==> config.mk <==
export PLATFORM = sky130hd
export DESIGN_NAME = a2s_unpacker
export DESIGN_NICKNAME = d
export VERILOG_FILES = /design/src/rtl/a2s_unpacker.sv
export SDC_FILE = /design/constraint.sdc
export NUM_CORES = 1
export LEC_CHECK = 0
export CAP_MARGIN = 10
export CORE_MARGIN = 2
export CORE_UTILIZATION = 45
export CTS_BUF_LIST = sky130_fd_sc_hd__clkbuf_16
export DETAILED_ROUTE_END_ITERATION = 8
export HOLD_SLACK_MARGIN = 0.12
export PLACE_DENSITY = 0.67
export SETUP_SLACK_MARGIN = 0.15
export SLEW_MARGIN = 10
export SYNTH_ARGS = -nofsm -noshare
export SYNTH_HDL_FRONTEND = slang
export SYNTH_SLANG_ARGS = --single-unit
==> constraint.sdc <==
create_clock -name Sclk -period 16.38 [get_ports Sclk]
set_input_delay 4.914 -clock Sclk [delete_from_list [all_inputs] [get_ports Sclk]]
set_output_delay 4.914 -clock Sclk [all_outputs]
set_load 0.1 [all_outputs]
==> src/rtl/a2s_unpacker.sv <==
// a2s_unpacker: pulls A2S buffer words on Sclk and serialises each into SW-bit samples
// on a valid/ready stream; sync clears it in step with the A2S controller.
module a2s_unpacker #(
    parameter int DW = 64,
    parameter int SW = 16,
    localparam int LANES = DW / SW
) (
    input  logic          Sclk,
    input  logic          rst,
    input  logic          sync,
    input  logic          enable,
    output logic          Oen,
    input  logic [DW-1:0] buf_rdata,
    output logic [SW-1:0] out_data,
    output logic          out_valid,
    input  logic          out_ready,
    output logic [31:0]   sample_cnt,
    output logic [31:0]   word_cnt
);
    localparam int LW = LANES > 1 ? $clog2(LANES) : 1;

    logic          r_oen, r_rdq, r_uvalid, r_wptr, r_rptr;
    logic [1:0]    r_fcount;
    logic [LW-1:0] r_lane;
    logic [DW-1:0] r_ureg;
    logic [DW-1:0] r_fifo [2];
    logic [SW-1:0] r_out_data;
    logic [31:0]   r_sample_cnt, r_word_cnt;

    logic          w_accept, w_last, w_ufree, w_bypass, w_push, w_pop, w_load;
    logic          w_oen_nxt, w_uvalid_nxt;
    logic [2:0]    w_busy;
    logic [LW-1:0] w_lane_nxt;
    logic [DW-1:0] w_ureg_nxt;

    assign w_accept     = r_uvalid & out_ready;
    assign w_last       = r_lane == LW'(LANES - 1);
    assign w_ufree      = ~r_uvalid | (w_accept & w_last);
    assign w_bypass     = r_rdq & (r_fcount == 2'd0) & w_ufree;
    assign w_push       = r_rdq & ~w_bypass;
    assign w_pop        = w_ufree & (r_fcount != 2'd0);
    assign w_load       = w_pop | w_bypass;
    // A pop in the same cycle is not credited, so reads can never overrun the FIFO.
    assign w_busy       = 3'(r_fcount) + 3'(r_oen) + 3'(r_rdq);
    assign w_oen_nxt    = enable & (w_busy < 3'd2);
    assign w_ureg_nxt   = w_pop ? r_fifo[r_rptr] : w_bypass ? buf_rdata : r_ureg;
    assign w_lane_nxt   = (w_load | (w_accept & w_last)) ? '0 : w_accept ? r_lane + LW'(1) : r_lane;
    assign w_uvalid_nxt = w_load | (r_uvalid & ~(w_accept & w_last));

    always_ff @(posedge Sclk or posedge rst) begin
        if (rst) begin
            r_oen        <= 1'b0;
            r_rdq        <= 1'b0;
            r_uvalid     <= 1'b0;
            r_lane       <= '0;
            r_ureg       <= '0;
            r_fcount     <= 2'd0;
            r_wptr       <= 1'b0;
            r_rptr       <= 1'b0;
            r_out_data   <= '0;
            r_sample_cnt <= '0;
            r_word_cnt   <= '0;
        end else if (sync) begin
            r_oen        <= 1'b0;
            r_rdq        <= 1'b0;
            r_uvalid     <= 1'b0;
            r_lane       <= '0;
            r_fcount     <= 2'd0;
            r_wptr       <= 1'b0;
            r_rptr       <= 1'b0;
            r_out_data   <= '0;
            r_sample_cnt <= '0;
            r_word_cnt   <= '0;
        end else begin
            r_oen        <= w_oen_nxt;
            r_rdq        <= r_oen;
            r_uvalid     <= w_uvalid_nxt;
            r_lane       <= w_lane_nxt;
            r_ureg       <= w_ureg_nxt;
            r_fcount     <= r_fcount + 2'(w_push) - 2'(w_pop);
            r_wptr       <= r_wptr ^ w_push;
            r_rptr       <= r_rptr ^ w_pop;
            r_out_data   <= w_ureg_nxt[w_lane_nxt*SW +: SW];
            r_sample_cnt <= r_sample_cnt + 32'(w_accept);
            r_word_cnt   <= r_word_cnt + 32'(r_oen);
        end
    end

    always_ff @(posedge Sclk) begin
        if (w_push) r_fifo[r_wptr] <= buf_rdata;
    end

    assign Oen        = r_oen;
    assign out_data   = r_out_data;
    assign out_valid  = r_uvalid;
    assign sample_cnt = r_sample_cnt;
    assign word_cnt   = r_word_cnt;
endmodule

==> results.txt <==
status: finished, final reports clean
Max-Cap Viols: 0
HP Start: r_ureg[44]
Worst EP arrival: 2300 ps
hold buffers post-CTS: 0
GPL Wtd Cong: 0.835
Synth Net Count: 1066
number of synthesized flops with an enable pin: 128
Synth cell types: 51
Fillers: 2295
critical path required time: 11470 ps
r2r setup slk: 12840 ps
row cnt: 61
NumNets Final: 1189
unrepaired setup endpoints after global routing: no
Switching Share: 33.7%
root buf cell: clkbuf_16
Power Internal: 1.51 mW
I/O pins: 151
Slew headroom: 28.3%
worst slew pin tran: 1080 ps
vias in the first global route: 8273
core footprint: 27600 sq um
Post-CTS Setup Bufs: 0
Reg2Reg Depth: 6
CTS sink cnt: 281
placed insts: 1456
Worst setup EP type: primary output
critical path class: flop to primary output
Synth area leader: edfxtp_1
CP Buf/Inv Count: 1
Antenna Nets Post-Route: 0
htree depth: 1
DR WL/cell: 19.6 um
die width: 171 um
Worst VDD drop: 0.125 mV
sw power: 0.767 mW
Startpoint Class: flop
drt first pass iters: 5
Setup Viol. Count Final: 0
Via density: 5.72
Chip Height: 171 um
share of the synthesized area in the top cell type: 30.7%
I/O Buffers: 150
ys flop type: dfrtp_1
CP top delay family: buffers and inverters
cells after synthesis: 987
setup tns final: 0 ps
# DRC: 0
commonest non-fill, non-tap cell in the layout: dfrtp_1
sequential fraction of the synthesis area: 61.3%
largest net degree at the start of global routing: 83
Ys Warns: 0
max incr delay on CP: 1200 ps
clk slew on worst S/H paths: 60 ps
DRT Wirelength: 29600 um
layout cells sized above 1: 10.7%
Comb power frac: 27.2%
CP max stage cell: clkdlybuf4s50_1
max-slew violations: 0
final clock skew: 18.5 ps
cell area after placement: 14300 sq um
global-route wire length before repair: 46500 um
leakage power: 5.68 nW
area delta synth->final: 22.4%
grt total ovfl: 0
die area: 29200 sq um
critical path, cell by cell: clkdlybuf4s50_1
clock buffer depth: 3
PwrDens: 148 nW/um^2
Final Cell Area: 15300 sq um
TritonCTS Buffers: 30
type of the most critical hold path: flop to flop
CTS tree: done
Clk pwr share: 30.9%
Area contributors post-synth: edfxtp_1, dfrtp_1, mux2i_1
Post-synth ARST share: 54.4%
Hold Path Stages: 2
Tot Pwr: 2.27 mW
Min-Delay Endpoint: r_ureg[44]
clk_lat worst skew: 560 ps
reg2reg end: r_fifo[0][61]
register share of total power: 41.9%
Final min period: 7220 ps
syn avg cell area: 12.7 sq um
detailed-route via count: 8659
Finished Layout Cells: 1513
final hold vios: 0
Detailed Route Iter0 Violations: 723
#FFs+latches synth: 281
post-DP HPWL: 19200 um
Critical R2R Launch: r_fcount[1]
initial antenna violation count: 1
Post-CTS Resized: 0
synthesized area: 12500 sq um
starting density of the core: 45.4%
Total GRT Usage: 20.3%
Fmax: 139 MHz
critical path peak fanout: 8
most frequent cells in the layout: dfrtp_1, clkdlybuf4s50_1, edfxtp_1
final worst path period share: 44.1%
==> layout make-up <==
cell class / count / area, sq um / share of cell area (%)
sequential: 281 / 7670 / 50.1
multi-input combinational: 624 / 4500 / 29.4
timing repair buffer: 163 / 1600 / 10.4
clock buffer: 32 / 801 / 5.23
tap: 378 / 473 / 3.09
clock inverter: 24 / 238 / 1.55
inverter: 10 / 42.5 / 0.278
antenna: 1 / 2.50 / 0.0163
==> cell families (layout without fill, tap and decap cells) <==
| logic type | after synthesis | count (layout) | share of synthesized area [%] |
|---|---|---|---|
| buffers and inverters | 82 | 229 | 2.94 |
| adders and majority gates | 10 | 10 | 0.999 |
| muxes | 85 | 85 | 7.18 |
| other | 0 | 1 | 0 |
| xor gates and xnor gates | 26 | 26 | 1.82 |
| DFF | 281 | 281 | 61.3 |
| and+or+nand+nor | 269 | 269 | 13.0 |
| AOI/OAI and AO/OA | 234 | 234 | 12.8 |
==> metrics by stage <==
step	utilization (%)	hold WS [ps]	worst slack [ps]
final	55.6	485	9160
after global routing	55.6	516	9000
after CTS	55.6	486	9140
after detailed placement	51.8	472	8620
after global placement	51.8	467	8740
after floorplan	-	449	7340
==> state kept, by name (all words and copies together) (netlist names) <==
signal      count
r_ureg         64
r_rptr          1
out_valid       1
out_data       16
r_rdq           1
r_wptr          1
r_fifo        128
sample_cnt     32
r_lane          2
Oen             1
r_fcount        2
word_cnt       32
==> worst min-delay path: stages (launching register included) <==
cell,delay (ps)
dfrtp_1,340
nand2_1,50
o21ai_0,60
==> Yosys cell counts (5+ instances only) <==
library cell / count
o221ai_2: 9
nand2_1: 50
and4_1: 13
buf_2: 30
nand3_1: 35
xor2_1: 20
o221ai_1: 7
inv_1: 10
dfrtp_1: 153
a22oi_1: 32
o21ai_0: 39
o22ai_1: 16
o31ai_1: 23
nor3_1: 5
and3_1: 19
or4_1: 23
edfxtp_1: 128
mux2i_1: 48
nor2_1: 32
and2_1: 6
o22a_1: 32
a21oi_1: 67
or3_1: 12
xnor2_1: 6
nor3b_1: 16
nand4_1: 20
nor2b_1: 10
mux2_2: 36
ha_1: 10
nor4b_1: 16
clkbuf_1: 32
buf_1: 6
==> power by group through the flow <==
stage	combinational, mW	sequential (mW)	clock, mW
after floorplan	0.341	1.05	0
after global placement	0.609	0.962	0
after detailed placement	0.619	0.961	0
after CTS	0.622	0.950	0.714
after global routing	0.665	0.962	0.744
final	0.619	0.951	0.702
==> layer usage <==
metal | part of all wire, % | up-vias | wire length [um] | global-route usage, %
met3 | 5.4 | 36 | 1610 | 2.73
li1 | - | 4043 | - | -
met2 | 47 | 237 | 13800 | 31.1
met1 | 46 | 4343 | 13700 | 30.6
met4 | 1.9 | 0 | 567 | 5.12
met5 | 0 | - | 0 | 0
==> how the worst max path moves through the flow <==
| stage | startpoint | to | slack [ps] | cells past startpoint |
|---|---|---|---|---|
| final | sample_cnt[9] | sample_cnt[9] | 9160 | 1 |
| after global routing | out_ready | out_data[1] | 9000 | 6 |
| after detailed placement | out_ready | out_data[4] | 8620 | 6 |
| after floorplan | rst | Oen | 7340 | 1 |
| after global placement | out_ready | out_data[0] | 8740 | 6 |
| after CTS | sample_cnt[9] | sample_cnt[9] | 9140 | 1 |
Note: power is estimated with default switching activity, not from simulation.
